### src/rtl/id_ex_stage.sv
// ID/EX pipeline register with EX/MEM and MEM/WB operand forwarding,
// load-use hazard detection and a saturating bubble counter.
module id_ex_stage #(
    parameter int XLEN = 32
) (
    input  logic            clk,
    input  logic            rst,
    input  logic            id_valid,
    input  logic [XLEN-1:0] id_pc,
    input  logic [XLEN-1:0] id_rs1_data,
    input  logic [XLEN-1:0] id_rs2_data,
    input  logic [XLEN-1:0] id_imm,
    input  logic [4:0]      id_rs1,
    input  logic [4:0]      id_rs2,
    input  logic [4:0]      id_rd,
    input  logic [3:0]      id_alu_ctrl,
    input  logic            id_alu_src,
    input  logic            id_reg_write,
    input  logic            id_mem_read,
    input  logic            id_mem_write,
    input  logic            id_branch,
    input  logic            stall,
    input  logic            flush,
    input  logic            exm_reg_write,
    input  logic [4:0]      exm_rd,
    input  logic [XLEN-1:0] exm_result,
    input  logic            mwb_reg_write,
    input  logic [4:0]      mwb_rd,
    input  logic [XLEN-1:0] mwb_result,
    output logic            ex_valid,
    output logic            ex_reg_write,
    output logic            ex_mem_read,
    output logic            ex_mem_write,
    output logic            ex_branch,
    output logic [4:0]      ex_rd,
    output logic [3:0]      ex_alu_ctrl,
    output logic [XLEN-1:0] ex_pc,
    output logic [XLEN-1:0] alu_a,
    output logic [XLEN-1:0] alu_b,
    output logic [XLEN-1:0] ex_store_data,
    output logic [XLEN-1:0] ex_branch_target,
    output logic            hazard_stall,
    output logic [15:0]     bubble_count
);

    logic            valid_q, valid_d;
    logic            reg_write_q, reg_write_d;
    logic            mem_read_q, mem_read_d;
    logic            mem_write_q, mem_write_d;
    logic            branch_q, branch_d;
    logic            alu_src_q, alu_src_d;
    logic [4:0]      rd_q, rd_d;
    logic [4:0]      rs1_q, rs1_d;
    logic [4:0]      rs2_q, rs2_d;
    logic [3:0]      alu_ctrl_q, alu_ctrl_d;
    logic [XLEN-1:0] pc_q, pc_d;
    logic [XLEN-1:0] target_q, target_d;
    logic [XLEN-1:0] rs1_data_q, rs1_data_d;
    logic [XLEN-1:0] rs2_data_q, rs2_data_d;
    logic [XLEN-1:0] imm_q, imm_d;
    logic [15:0]     bubble_count_q, bubble_count_d;
    logic [XLEN-1:0] fwd_rs1, fwd_rs2;

    function automatic logic [15:0] sat_inc(input logic [15:0] cnt);
        return (cnt == 16'hFFFF) ? cnt : cnt + 16'd1;
    endfunction

    // EX/MEM is the younger producer, so it is checked first; x0 never matches.
    function automatic logic [XLEN-1:0] forward(
        input logic [4:0]      rs,
        input logic [XLEN-1:0] rf_data,
        input logic            exm_we,
        input logic [4:0]      exm_dst,
        input logic [XLEN-1:0] exm_val,
        input logic            mwb_we,
        input logic [4:0]      mwb_dst,
        input logic [XLEN-1:0] mwb_val
    );
        if (exm_we && (exm_dst != 5'd0) && (exm_dst == rs))
            return exm_val;
        else if (mwb_we && (mwb_dst != 5'd0) && (mwb_dst == rs))
            return mwb_val;
        else
            return rf_data;
    endfunction

    always_comb begin
        hazard_stall = valid_q & mem_read_q & (rd_q != 5'd0) & id_valid &
                       ((id_rs1 == rd_q) | (id_rs2 == rd_q));
        fwd_rs1 = forward(rs1_q, rs1_data_q, exm_reg_write, exm_rd, exm_result,
                          mwb_reg_write, mwb_rd, mwb_result);
        fwd_rs2 = forward(rs2_q, rs2_data_q, exm_reg_write, exm_rd, exm_result,
                          mwb_reg_write, mwb_rd, mwb_result);
    end

    always_comb begin
        valid_d        = valid_q;
        reg_write_d    = reg_write_q;
        mem_read_d     = mem_read_q;
        mem_write_d    = mem_write_q;
        branch_d       = branch_q;
        alu_src_d      = alu_src_q;
        rd_d           = rd_q;
        rs1_d          = rs1_q;
        rs2_d          = rs2_q;
        alu_ctrl_d     = alu_ctrl_q;
        pc_d           = pc_q;
        target_d       = target_q;
        rs1_data_d     = rs1_data_q;
        rs2_data_d     = rs2_data_q;
        imm_d          = imm_q;
        bubble_count_d = bubble_count_q;
        // Bubble: flush always wins; a hazard only bubbles when not externally held.
        if (flush || (!stall && hazard_stall)) begin
            valid_d        = 1'b0;
            reg_write_d    = 1'b0;
            mem_read_d     = 1'b0;
            mem_write_d    = 1'b0;
            branch_d       = 1'b0;
            alu_src_d      = 1'b0;
            rd_d           = 5'd0;
            rs1_d          = 5'd0;
            rs2_d          = 5'd0;
            alu_ctrl_d     = 4'd0;
            pc_d           = '0;
            target_d       = '0;
            rs1_data_d     = '0;
            rs2_data_d     = '0;
            imm_d          = '0;
            bubble_count_d = sat_inc(bubble_count_q);
        end else if (!stall) begin
            valid_d     = id_valid;
            reg_write_d = id_reg_write;
            mem_read_d  = id_mem_read;
            mem_write_d = id_mem_write;
            branch_d    = id_branch;
            alu_src_d   = id_alu_src;
            rd_d        = id_rd;
            rs1_d       = id_rs1;
            rs2_d       = id_rs2;
            alu_ctrl_d  = id_alu_ctrl;
            pc_d        = id_pc;
            target_d    = id_pc + id_imm;
            rs1_data_d  = id_rs1_data;
            rs2_data_d  = id_rs2_data;
            imm_d       = id_imm;
        end
    end

    always_ff @(posedge clk or posedge rst) begin
        if (rst) begin
            valid_q        <= 1'b0;
            reg_write_q    <= 1'b0;
            mem_read_q     <= 1'b0;
            mem_write_q    <= 1'b0;
            branch_q       <= 1'b0;
            alu_src_q      <= 1'b0;
            rd_q           <= 5'd0;
            rs1_q          <= 5'd0;
            rs2_q          <= 5'd0;
            alu_ctrl_q     <= 4'd0;
            pc_q           <= '0;
            target_q       <= '0;
            rs1_data_q     <= '0;
            rs2_data_q     <= '0;
            imm_q          <= '0;
            bubble_count_q <= 16'd0;
        end else begin
            valid_q        <= valid_d;
            reg_write_q    <= reg_write_d;
            mem_read_q     <= mem_read_d;
            mem_write_q    <= mem_write_d;
            branch_q       <= branch_d;
            alu_src_q      <= alu_src_d;
            rd_q           <= rd_d;
            rs1_q          <= rs1_d;
            rs2_q          <= rs2_d;
            alu_ctrl_q     <= alu_ctrl_d;
            pc_q           <= pc_d;
            target_q       <= target_d;
            rs1_data_q     <= rs1_data_d;
            rs2_data_q     <= rs2_data_d;
            imm_q          <= imm_d;
            bubble_count_q <= bubble_count_d;
        end
    end

    assign ex_valid         = valid_q;
    assign ex_reg_write     = reg_write_q;
    assign ex_mem_read      = mem_read_q;
    assign ex_mem_write     = mem_write_q;
    assign ex_branch        = branch_q;
    assign ex_rd            = rd_q;
    assign ex_alu_ctrl      = alu_ctrl_q;
    assign ex_pc            = pc_q;
    assign ex_branch_target = target_q;
    assign bubble_count     = bubble_count_q;
    assign alu_a            = fwd_rs1;
    assign alu_b            = alu_src_q ? imm_q : fwd_rs2;
    assign ex_store_data    = fwd_rs2;

endmodule

### config.mk
export PLATFORM = sky130hd
export DESIGN_NAME = id_ex_stage
export DESIGN_NICKNAME = d
export VERILOG_FILES = /design/src/rtl/id_ex_stage.sv
export SDC_FILE = /design/constraint.sdc
export NUM_CORES = 1
export LEC_CHECK = 0
export BUFFER_PORTS_ARGS = -buffer_cell sky130_fd_sc_hd__buf_2
export CAP_MARGIN = 20
export CORE_MARGIN = 5
export CORE_UTILIZATION = 35
export DETAILED_ROUTE_END_ITERATION = 10
export MAX_ROUTING_LAYER = met4
export PLACE_DENSITY = 0.63
export RECOVER_POWER = 25
export SLEW_MARGIN = 5
export SYNTH_ARGS = -nofsm -noshare
export SYNTH_HDL_FRONTEND = slang
export SYNTH_SLANG_ARGS = --single-unit
### constraint.sdc
create_clock -name clk -period 9.7 [get_ports clk]
set_input_delay 0.97 -clock clk [delete_from_list [all_inputs] [get_ports clk]]
set_output_delay 0.97 -clock clk [all_outputs]
set_load 0.01 [all_outputs]
==> impl_metrics.tcl, run 1 <==
set metrics [dict create \
    run_status "finished with violations" \
    violations "max-capacitance violations, max-slew violations" \
    worstHoldPathCells 1 \
    min_from "bubble_count[8]" \
    ys_warn_count 0 \
    die_h_um 187 \
    finalPower_w 0.00241 \
    drcViolationCount 0 \
    cts_buffers 24 \
    grt_pass1_wl_mm 60.9 \
    rows 65 \
    cp_slowest_cell "clkinvlp_2" \
    avgViaCountPerCell 5.47 \
    crit_chain "buf_2 > clkinvlp_2" \
    r2r_end "ex_branch_target[26]" \
    syn_inst 1035 \
    grt_max_degree 173 \
    critPathTopFamily "buffers and inverters" \
    arrival_ns 4.31 \
    gp_congestion 0.961 \
    synthDistinctLibCells 55 \
    fillers 2999 \
    start_kind "input port" \
    wl_per_cell_um 22.0 \
    cts_setup_buffers 0 \
    pin_count 424 \
    antenna_found_initial 10 \
    synth_top_flop_cell "dfrtp_1" \
    cts.clk_slew.worst_paths_ns 0.06 \
    synth_area_um2 11000 \
    rr_worst_depth 7 \
    clockRootBuffer "clkbuf_16" \
    drive_gt1_share_pct 36.1 \
    critPathRequiredTime_ns 9.29 \
    grtUsageTotal_pct 22.4 \
    fin_skew_ns 0.00800 \
    die_w_um 187 \
    start_util_pct 35.2 \
    dieArea_um2 35100 \
    tightest_slew_ns 5.61 \
    postSynthAreaPerCell_um2 10.6 \
    clkLatencyLatePin_ns 0.52 \
    finalMaxSlewViolations 126 \
    gr-total-overflow 0 \
    synth_seq_cells 201 \
    setup_viol 0 \
    grt_pass1_vias 10014 \
    ir_drop_uv 98.1 \
    power_density_nw_per_um2 168 \
    cts-resized-gates 0 \
    dr.pass1.iters 5 \
    post-route-period-util_pct 48.7 \
    p_leak_nw 7.04 \
    areaGrowthSynthToFinish_pct 30.0 \
    hold_end "bubble_count[8]" \
    synth_edf_count 0 \
    hold_buffers 0 \
    end_kind "asynchronous set/reset pin" \
    min_period_ns 4.72 \
    yosysSeqAreaShare_pct 45.6 \
    num_vias 10147 \
    setup_tns_ns 0 \
    async_flop_share_pct 100 \
    dp_hpwl_mm 30.6 \
    cp.buffers_inverters 2 \
    wl_mm 40.8 \
    path_class "input port to asynchronous set/reset pin" \
    r2r_slack_ns 6.80 \
    slowest_delay_ns 3.06 \
    htreeDepth 1 \
    nets 1694 \
    fmax_mhz 212 \
    synth_fp_nets 1301 \
    cp_max_fo 125 \
    core_area_um2 31300 \
    rsz0062_at_grt "no" \
    slew-limit-headroom_pct -276 \
    max-cap-violations 1 \
    post-place-cells 1803 \
    clk_path_buf_depth 3 \
    r2r_start "ex_rd[4]" \
    cts_tree "built" \
    finalHoldViolCount 0 \
    portBuffers 423 \
    drt_iter0_drc 587 \
    hp-class "flip-flop to flip-flop" \
    instances_no_fill 1856 \
    clkSinkCount 201 \
    antenna_left 0 \
]
## layer usage
layer / global-route usage (%) / vias to the layer above / share of wire (%)
li1: - / 4703 / -
met1: 29.1 / 4926 / 43
met2: 35.0 / 438 / 46
met3: 4.54 / 80 / 7.6
met4: 8.24 / 0 / 3.8
met5: - / - / 0
## state kept, by name, summed over array words and instances, names as in the netlist, 4 cells and up
register,count
ex_branch_target,32
ex_pc,32
imm_q,32
rs1_data_q,32
rs2_data_q,32
bubble_count,16
ex_rd,5
rs1_q,5
rs2_q,5
ex_alu_ctrl,4
## cells in the final DEF, fill, tap and decap left out, drive strengths merged, types with 4 or more instances in the layout
master / n
a211oi: 5
a21o: 10
a21oi: 43
a22o: 180
a32o: 4
and3: 5
buf: 433
clkbuf: 33
clkinv: 6
dfrtp: 201
diode: 10
ha: 32
inv: 8
mux2: 33
mux2i: 64
nand2: 103
nand2b: 4
nand3: 18
nand4: 17
nor2: 25
nor3: 8
nor4: 4
o211ai: 6
o21ai: 90
xnor2: 50
xor2: 21
## cell type report
class / instances / area, um^2 / area share [%]
diodes: 10 / 25.0 / 0.175
clock buffers: 32 / 702 / 4.90
clock inverters: 10 / 131 / 0.917
inverters: 9 / 35.0 / 0.244
multi-input cells: 758 / 5670 / 39.6
flip-flops and latches: 201 / 5030 / 35.1
well taps: 402 / 503 / 3.51
repair buffers: 434 / 2230 / 15.6
## metrics by stage
stage / hold WS (ns) / instance area [um^2] / worst slack [ns] / util [%]
final: 0.488 / 14300 / 4.98 / 45.8
after global routing: 0.511 / 14300 / 3.93 / 45.8
after CTS: 0.491 / 14300 / 5.51 / 45.6
after detailed placement: 0.479 / 13500 / 5.52 / 43.0
after global placement: 0.472 / 13400 / 5.56 / 42.9
after floorplan: 0.467 / 11000 / 3.25 / -
## cell families after synthesis
kind of cell	after synthesis	synth area share, %
AO/OA/AOI/OAI	364	24.3
XOR/XNOR	71	5.64
adder cells (fa/ha/maj)	33	3.81
buffers and inverters	76	3.16
flip-flops	201	45.6
multiplexers	97	9.18
AND/OR/NAND/NOR	193	8.24
## cells in the mapped netlist (all sizes together), types with 2 or more instances
library cell / number / area share (%)
a221oi: 3 / 0.24
nand4: 17 / 0.96
a31o: 2 / 0.16
mux2i: 64 / 5.8
mux2: 33 / 3.4
a211oi: 5 / 0.34
xor2: 21 / 1.7
a32o: 4 / 0.36
or4: 2 / 0.17
nor3: 8 / 0.36
or3: 3 / 0.17
a211o: 3 / 0.24
a41oi: 2 / 0.16
nand2: 103 / 3.5
o41ai: 2 / 0.23
and2: 2 / 0.11
nand2b: 4 / 0.23
dfrtp: 201 / 46
nor4: 4 / 0.61
o211ai: 6 / 0.41
clkbuf: 39 / 1.3
buf: 28 / 1.5
a21o: 10 / 0.68
inv: 9 / 0.31
nor2: 25 / 0.85
ha: 32 / 3.6
and3: 5 / 0.28
nand3: 18 / 0.82
o21ai: 90 / 4.2
a22o: 180 / 14
a31oi: 2 / 0.11
o21bai: 2 / 0.14
a21oi: 43 / 2.0
o21a: 3 / 0.20
xnor2: 50 / 4.0
## report_power, final
part           leakage [nW]  switching [W]  internal [W]
combinational          3.95       0.000292      0.000217
sequential             2.67      0.0000584      0.000903
clock                 0.413       0.000359      0.000585
total                  7.04       0.000710       0.00170
## how the worst max path moves through the flow
stage | start | endpoint | slack, ns | depth (start not counted)
after CTS | mwb_rd[3] | alu_b[23] | 5.51 | 9
after detailed placement | mwb_rd[4] | alu_b[23] | 5.52 | 9
after global routing | rst | ex_branch_target[9] | 3.93 | 2
final | rst | ex_branch_target[9] | 4.98 | 2
after floorplan | rst | alu_src_q | 3.25 | 1
after global placement | mwb_rd[0] | alu_b[23] | 5.56 | 9
No activity file was read; power rests on OpenSTA's default activity.
==> run 2: changes to the inputs <==
==> constraint.sdc (replaced) <==
create_clock -name clk -period 4.6 [get_ports clk]
set_input_delay 0.46 -clock clk [delete_from_list [all_inputs] [get_ports clk]]
set_output_delay 0.46 -clock clk [all_outputs]
set_load 0.01 [all_outputs]
==> run 2 against run 1 <==
Compared with the run above: non-clock buffer count up 1; total power up 110%; the flow still finishes with violations (max-capacitance violations, max-slew violations); critical path depth up 6; worst setup slack worse by 3.9 ns; design area about the same; first-iteration DRC count up 30%.
==> impl_metrics.tcl, run 2 (synthesis results as in run 1) <==
set metrics [dict create \
    run_status "finished with violations" \
    violations "max-capacitance violations, max-slew violations" \
    rows 65 \
    clkSinkCount 201 \
    start_util_pct 35.2 \
    worstHoldPathCells 2 \
    cts_tree "built" \
    finalHoldViolCount 0 \
    clkLatencyLatePin_ns 0.52 \
    fillers 3017 \
    r2r_slack_ns 2.29 \
    num_vias 10105 \
    setup_viol 0 \
    die_h_um 187 \
    drcViolationCount 0 \
    p_int_w 0.00356 \
    timing.final.ws_setup_ns 1.13 \
    drt_iter0_drc 766 \
    hold_buffers 0 \
    core_area_um2 31300 \
    setup_tns_ns 0 \
    cts_setup_buffers 0 \
    finalMaxSlewViolations 99 \
    antenna_found_initial 9 \
    finalPower_w 0.00508 \
    arrival_ns 3.01 \
    path_class "flip-flop to primary output" \
    pwr-share-seq_pct 39.9 \
    gp_congestion 0.950 \
    clockRootBuffer "clkbuf_16" \
    dieArea_um2 35100 \
    ir_drop_uv 236 \
    cts-resized-gates 0 \
    portBuffers 423 \
    hp-class "input port to flip-flop" \
    areaGrowthSynthToFinish_pct 30.1 \
    final_common_cell "buf_2" \
    r2r_start "ex_rd[4]" \
    nets 1696 \
    wl_per_cell_um 22.2 \
    post-route-period-util_pct 75.5 \
    clkPwrFrac_pct 38.9 \
    power_density_nw_per_um2 355 \
    r2r_end "bubble_count[1]" \
    wl_mm 41.2 \
    power.switching_w 0.00152 \
    cts.clk_slew.worst_paths_ns 0.06 \
    hold_ws_ns 0.154 \
    antenna_left 0 \
    dp_hpwl_mm 31.1 \
    dp_slack_ns 1.41 \
    tightest_slew_ns 1.81 \
    grtUsageTotal_pct 22.9 \
    p_sw_share_pct 29.9 \
    critPathRequiredTime_ns 4.14 \
    drive_gt1_share_pct 36.3 \
    rr_worst_depth 7 \
    rsz0062_at_grt "no" \
    final_cell_mix "buf_2 (423), dfrtp_1 (201), a22o_1 (180)" \
    pin_count 424 \
    min_from "id_rs1_data[12]" \
    fin_skew_ns 0.00768 \
    grt_pass1_vias 10172 \
    htreeDepth 1 \
    fmax_mhz 288 \
    end_kind "primary output" \
    avgViaCountPerCell 5.44 \
    max-cap-violations 2 \
    p_comb_share_pct 21.2 \
    hold_end "rs1_data_q[12]" \
    start_kind "flip-flop" \
    min_period_ns 3.47 \
    grt_max_degree 177 \
    final_area_um2 14300 \
    slew-limit-headroom_pct -21.3 \
    grt_pass1_wl_mm 62.2 \
    die_w_um 187 \
    p_leak_nw 7.04 \
    cp_max_fo 32 \
    placed_area_um2 13500 \
    dr.pass1.iters 5 \
    clk_path_buf_depth 3 \
    cts_buffers 25 \
    gr-total-overflow 0 \
]
[run 2: cell types whose count changed in the layout (fill, tap and decap cells not counted)]
cell,change
diode_2,-1
clkinv_4,+1
clkbuf_8,+1
clkbuf_2,+1
buf_12,+2
clkinv_2,-1
bufinv_16,-1
buf_16,-1
clkbuf_1,-1
inv_6,+1
[run 2: how the worst max path moves through the flow]
stage	startpoint	to	slack, ns	depth (start not counted)
6_report	rs2_q[4]	alu_b[2]	1.13	8
5_1_grt	rs2_q[4]	alu_b[2]	0.97	8
4_1_cts	rs2_q[4]	alu_b[23]	1.05	8
3_5_place_dp	mwb_rd[1]	alu_b[23]	1.41	9
3_3_place_gp	mwb_rd[1]	alu_b[23]	1.44	9
2_1_floorplan	rst	alu_src_q	1.54	1
[run 2: routing by layer]
metal | vias to the layer above | GRT usage (%) | wire, um
met5 | - | - | 0
met4 | 0 | 6.41 | 1150
met3 | 64 | 4.22 | 2720
met2 | 442 | 36.6 | 19500
met1 | 4892 | 30.0 | 17900
li1 | 4707 | - | -
[run 2: metrics by stage]
stage | std cells | utilization [%]
6_report | 1857 | 45.8
5_1_grt | 1857 | 45.8
4_1_cts | 1848 | 45.8
3_5_place_dp | 1805 | 43.1
3_3_place_gp | 1804 | 43.1
2_1_floorplan | 1035 | -
[run 2: final cells by class]
| class | instances | area (um^2) | share of cell area (%) |
|---|---|---|---|
| antenna | 9 | 22.5 | 0.157 |
| multi-input combinational | 758 | 5670 | 39.6 |
| clock buffer | 33 | 716 | 4.99 |
| sequential | 201 | 5030 | 35.1 |
| timing repair buffer | 435 | 2240 | 15.6 |
| clock inverter | 10 | 114 | 0.794 |
| tap | 402 | 503 | 3.51 |
| inverter | 9 | 35.0 | 0.244 |
[run 2: worst max-delay path: stages, from the launching register on]
cell	delay [ns]
dfrtp_1	0.44
xnor2_1	0.18
nand3_1	0.14
nor4_4	0.25
buf_4	0.54
mux2i_1	0.26
o21ai_1	0.17
mux2_2	0.33
buf_2	0.14
[run 2: power by group through the flow]
stage | combinational [W] | clock [W] | sequential, W
floorplan | 0.000579 | 0 | 0.00206
global route | 0.00117 | 0.00211 | 0.00205
detailed placement | 0.00108 | 0 | 0.00206
CTS | 0.00109 | 0.00204 | 0.00203
global placement | 0.00107 | 0 | 0.00206
finish | 0.00108 | 0.00198 | 0.00203
